--- config.mk ---
export PLATFORM = sky130hd
export DESIGN_NAME = bip_exec_ctrl
export DESIGN_NICKNAME = d
export VERILOG_FILES = /design/src/rtl/bip_pkg.sv /design/src/rtl/bip_operand_alu.sv /design/src/rtl/bip_exec_ctrl.sv
export SDC_FILE = /design/constraint.sdc
export NUM_CORES = 1
export LEC_CHECK = 0
export BUFFER_PORTS_ARGS = -buffer_cell sky130_fd_sc_hd__buf_2
export CAP_MARGIN = 20
export CORE_ASPECT_RATIO = 0.8
export CORE_UTILIZATION = 57
export CTS_CLUSTER_DIAMETER = 150
export DETAILED_ROUTE_END_ITERATION = 16
export PLACE_DENSITY = 0.84
export SLEW_MARGIN = 10
export SYNTH_ARGS = -nofsm -noshare
export SYNTH_HDL_FRONTEND = slang
export SYNTH_HIERARCHICAL = 1
export SYNTH_SLANG_ARGS = --single-unit
export TNS_END_PERCENT = 30
--- constraint.sdc ---
create_clock -name clk -period 8.4 [get_ports clk]
set_clock_uncertainty 0.1 [all_clocks]
set_input_delay 0.84 -clock clk [delete_from_list [all_inputs] [get_ports clk]]
set_output_delay 0.84 -clock clk [all_outputs]
set_load 0.02 [all_outputs]
--- src/rtl/bip_pkg.sv ---
// Shared definitions for the BIP-I execution controller: opcodes, FSM states,
// instruction layout and default widths.
package bip_pkg;

    localparam int DEF_PC_W   = 11;
    localparam int DEF_DATA_W = 16;
    localparam int OPC_W      = 5;
    localparam int OPND_W     = 11;

    localparam logic [OPC_W-1:0] OP_HLT  = 5'd0;
    localparam logic [OPC_W-1:0] OP_STO  = 5'd1;
    localparam logic [OPC_W-1:0] OP_LD   = 5'd2;
    localparam logic [OPC_W-1:0] OP_LDI  = 5'd3;
    localparam logic [OPC_W-1:0] OP_ADD  = 5'd4;
    localparam logic [OPC_W-1:0] OP_ADDI = 5'd5;
    localparam logic [OPC_W-1:0] OP_SUB  = 5'd6;
    localparam logic [OPC_W-1:0] OP_SUBI = 5'd7;

    typedef enum logic [1:0] {
        FETCH  = 2'd0,
        DECODE = 2'd1,
        EXEC   = 2'd2,
        HALT   = 2'd3
    } state_t;

    typedef struct packed {
        logic [OPC_W-1:0]  opcode;
        logic [OPND_W-1:0] operand;
    } instr_t;

endpackage

--- src/rtl/bip_operand_alu.sv ---
// Combinational next-accumulator datapath; load is set for every opcode that
// writes the accumulator.
module bip_operand_alu
    import bip_pkg::*;
#(
    parameter int DATA_W = DEF_DATA_W
) (
    input  logic [OPC_W-1:0]  opcode,
    input  logic [DATA_W-1:0] acc_q,
    input  logic [DATA_W-1:0] ram_rdata,
    input  logic [DATA_W-1:0] imm,
    output logic [DATA_W-1:0] acc_in,
    output logic              load
);

    always_comb begin
        acc_in = '0;
        load   = 1'b0;
        case (opcode)
            OP_LD:   begin acc_in = ram_rdata;         load = 1'b1; end
            OP_LDI:  begin acc_in = imm;               load = 1'b1; end
            OP_ADD:  begin acc_in = acc_q + ram_rdata; load = 1'b1; end
            OP_ADDI: begin acc_in = acc_q + imm;       load = 1'b1; end
            OP_SUB:  begin acc_in = acc_q - ram_rdata; load = 1'b1; end
            OP_SUBI: begin acc_in = acc_q - imm;       load = 1'b1; end
            default: ;
        endcase
    end

endmodule

--- src/rtl/bip_exec_ctrl.sv ---
// BIP-I sequencer: FETCH/DECODE/EXEC at 3 cycles per instruction, HLT parks in HALT.
// Optional BIP_CYCLE_COUNT_EN adds a saturating cycle_count output.
module bip_exec_ctrl
    import bip_pkg::*;
#(
    parameter int PC_W   = DEF_PC_W,
    parameter int DATA_W = DEF_DATA_W
) (
    input  logic              clk,
    input  logic              reset,
    input  logic [15:0]       instr,
    input  logic [DATA_W-1:0] ram_rdata,
    input  logic [DATA_W-1:0] acc_q,
    output logic [PC_W-1:0]   pc,
    output logic [PC_W-1:0]   ram_addr,
    output logic [DATA_W-1:0] ram_wdata,
    output logic              ram_we,
    output logic [DATA_W-1:0] acc_in,
    output logic              acc_en,
    output logic              halted
`ifdef BIP_CYCLE_COUNT_EN
    ,
    output logic [DATA_W-1:0] cycle_count
`endif
);

    state_t            state;
    instr_t            ir;
    instr_t            instr_w;
    logic [DATA_W-1:0] imm;
    logic [DATA_W-1:0] alu_acc_in;
    logic              alu_load;
    logic              exec;

    assign instr_w = instr_t'(instr);

    always_ff @(posedge clk) begin
        if (reset) begin
            state <= FETCH;
            pc    <= '0;
            ir    <= '0;
        end else begin
            case (state)
                FETCH:  state <= DECODE;
                DECODE: begin
                    ir    <= instr_w;
                    state <= (instr_w.opcode == OP_HLT) ? HALT : EXEC;
                end
                EXEC: begin
                    pc    <= pc + 1'b1;
                    state <= FETCH;
                end
                default: state <= HALT;
            endcase
        end
    end

    // Data memory is a 1-cycle synchronous read, so the operand must be on the
    // bus during DECODE for ram_rdata to be valid in EXEC.
    assign ram_addr  = (state == DECODE) ? PC_W'(instr_w.operand) : PC_W'(ir.operand);
    assign ram_wdata = acc_q;
    assign imm       = {{(DATA_W-OPND_W){ir.operand[OPND_W-1]}}, ir.operand};

    bip_operand_alu #(.DATA_W(DATA_W)) u_alu (
        .opcode    (ir.opcode),
        .acc_q     (acc_q),
        .ram_rdata (ram_rdata),
        .imm       (imm),
        .acc_in    (alu_acc_in),
        .load      (alu_load)
    );

    // Gating with reset kills a strobe in the very cycle reset rises.
    assign exec   = (state == EXEC) && !reset;
    assign acc_en = exec && alu_load;
    assign ram_we = exec && (ir.opcode == OP_STO);
    assign acc_in = exec ? alu_acc_in : '0;
    assign halted = (state == HALT);

`ifdef BIP_CYCLE_COUNT_EN
    always_ff @(posedge clk) begin
        if (reset)
            cycle_count <= '0;
        else if (state != HALT && !(&cycle_count))
            cycle_count <= cycle_count + 1'b1;
    end
`endif

endmodule
==> summary.txt <==
Status
  • Status: finished clean

Synthesis
  • Post-synthesis area per instance: 7.82 um^2
  • Post-Syn Nets: 512
  • Primary FF master, synth: dfxtp_1
  • Synth top area share: 0.168
  • Post-Synthesis Cells: 442
  • Synth top cells by count: a21oi_1, nand2_1, dfxtp_1, nor2_1, mux2i_1
  • Area leader, netlist: dfxtp_1
  • Yosys reg bits: 29
  • Async set-or-reset flop fraction in the synthesized netlist: 0
  • Yosys warns: 6
  • Mapped Area: 3460 um^2
  • Post-synth EDFFs: 0
  • Largest cells by area after synthesis: dfxtp_1, mux2i_1, ha_1
  • Sequential share of the synthesized area: 0.168
  • Unique cell type count in the Yosys netlist: 60

Cells and area
  • Area grow syn2layout: 15.3%
  • Net count, final: 594
  • Finished Core Util: 0.706
  • Filler cells: 503
  • Proportion of layout cells with a drive suffix above 1: 0.265
  • N_diodes: 0

Worst setup path
  • Cells along the critical path: nor3b_1, o21ai_0, a21oi_1, ha_1, a21o_1, a21oi_1, o21ai_0, a311oi_1, o31a_2, xnor2_1, o22ai_1, and2_1, buf_2
  • Crit-path max cell delay: 840 ps
  • Worst Path Class, Setup: register to output pin
  • Sum of buffers and inverters on the critical path: 1
  • WP data arrival: 4820 ps
  • CP delay by family, top: compound AO/OA/AOI/OAI gates
  • Crit. End Element: output pin
  • Critical path launch point type: register
  • R2R depth: 4
  • Worst Path Max Fanout: 8
  • Total stage count of the critical path: 13
  • Worst Path Required: 7460 ps
  • Slowest cell on the critical path: nor3b_1

STA
  • Final Max Slew Viols: 0
  • Max frequency: 0.174 GHz
  • Setup TNS Final: 0 ps
  • Worst slew margin: 0.327
  • Final Hold Vio Count: 0
  • Min Tclk post-route: 5760 ps
  • Worst slew pin tran: 1010 ps
  • Hold slack: 397 ps
  • Final period util: 0.686
  • RSZ-0062 raised after global routing: false
  • Final setup fails: 0

Routing
  • Initial DRC count: 220
  • Post-route DRC: 0
  • Via count: 3551
  • DR WL/cell: 15.2 um
  • Vias per cell: 5.89
  • Final WL: 9140 um
  • Antenna viol nets, final: 0
  • DR pass1 iterations: 7

Floorplan
  • Initial Util: 0.612
  • Core area: 5650 um^2
  • Die Ht: 71.7 um
  • Die area: 6380 um^2
  • Row Count: 24
  • Die Wd: 89.1 um
  • Num ports: 107

CTS
  • H-Tree Depth: 2
  • CTS Buf Count: 5
  • CTS Hold Bufs: 0
  • Clock transition at path regs: 60 ps
  • Root Buffer: clkbuf_8
  • Post-CTS Setup Inserts: 0
  • Clk buf depth: 2
  • Clock sink count: 29
  • Clock Latency Late Sink: 280 ps
  • Cts repair resizes: 0
  • CTS tree: built

Pwr
  • Max IR drop VDD: 91.2 uV
  • Switch Pwr: 197 uW
  • Combinational power share: 0.462
  • Design Power: 525 uW
  • P_leak: 1.81 nW
  • Internal power: 329 uW
  • Pwr/cell area: 132 nW/um^2
  • Clock power frac: 0.239
  • Net Sw Frac: 0.374
  • Seq pwr share: 0.299

Global routing
  • Antenna violations before repair: 0
  • First-pass GRT wire length: 14500 um
  • Largest net degree at the start of global routing: 38
  • Remaining Overflow, GRT: 0
  • Vias in the first global route: 3165
  • GRT Util Overall: 0.289

Flow run
  • Max_cap viols: 0

Min path
  • WHS Path Cells: 2
  • Tightest Hold Check Type: register to register

Place
  • Gpl congestion: 1.01
  • Port bufs: 106
  • HPWL after detailed placement: 7090 um
==> power groups by stage <==
stage	Clock, mW	Sequential [mW]	Combinational (mW)
2_1_floorplan	0	0.157	0.188
3_3_place_gp	0	0.159	0.233
3_5_place_dp	0	0.160	0.238
4_1_cts	0.127	0.157	0.239
5_1_grt	0.134	0.159	0.264
6_report	0.126	0.157	0.242
==> state kept, by name, summed over array words and instances, names as in the netlist <==
| name | cells |
|---|---|
| imm | 11 |
| ir | 5 |
| pc | 11 |
| state | 2 |
==> final timing paths <==
kind / to / slack [ps] / start
hold reg to reg: ir[14] / 400 / ir[14]
setup reg to reg: pc[10] / 6670 / pc[0]
setup / recovery: acc_in[15] / 2640 / ir[13]
hold / removal: ir[14] / 400 / ir[14]
==> final cells by class <==
| class | instances | area, um^2 | area share |
|---|---|---|---|
| clock buffer | 7 | 96.3 | 0.0242 |
| clock inverter | 1 | 5.00 | 0.00126 |
| inverter | 14 | 52.6 | 0.0132 |
| multi-input combinational | 365 | 2600 | 0.652 |
| sequential | 29 | 581 | 0.146 |
| tap | 78 | 97.6 | 0.0245 |
| timing repair buffer | 109 | 553 | 0.139 |
==> worst register-to-register path, cell delays in order, from the launching register on <==
cell and delay (ps):
dfxtp_1 400, ha_1 200, nand4b_1 280, nor4_1 270, mux2_2 370
==> metrics by stage <==
stage          cell area [um^2]  instances  setup WS, ps
2_1_floorplan              3460        442          3860
6_report                   3990        603          2640
5_1_grt                    3990        603          2420
3_3_place_gp               3880        595          3270
3_5_place_dp               3880        595          3170
4_1_cts                    3990        603          2860
==> layer usage <==
metal	part of all wire	up-vias	wire, um	GRT usage
li1	-	1759	-	-
met1	0.45	1602	4140	0.391
met2	0.45	167	4150	0.463
met3	0.070	23	644	0.0611
met4	0.023	0	206	0.0847
met5	0	-	0	0
==> kinds of logic after synthesis <==
| kind of cell | after synthesis | share of synthesized area |
|---|---|---|
| AND/OR/NAND/NOR | 167 | 0.275 |
| AO/OA/AOI/OAI | 108 | 0.200 |
| buffers and inverters | 48 | 0.0800 |
| multiplexers | 40 | 0.127 |
| XOR/XNOR | 30 | 0.0760 |
| flip-flops | 29 | 0.168 |
| adder cells (fa/ha/maj) | 20 | 0.0746 |
==> placed cells by master, fill, tap and decap left out, types with 8 or more instances in the layout <==
master	instances
nand2b_1	8
inv_1	14
nor2_1	28
xnor2_1	23
and2_1	21
o22ai_1	22
ha_1	19
buf_2	106
nand2_1	30
dfxtp_1	29
mux2i_1	25
nor2b_1	22
a21o_1	12
nor3_1	15
a21oi_1	30
o21ai_0	13
Power figures use the tool's default switching activity.
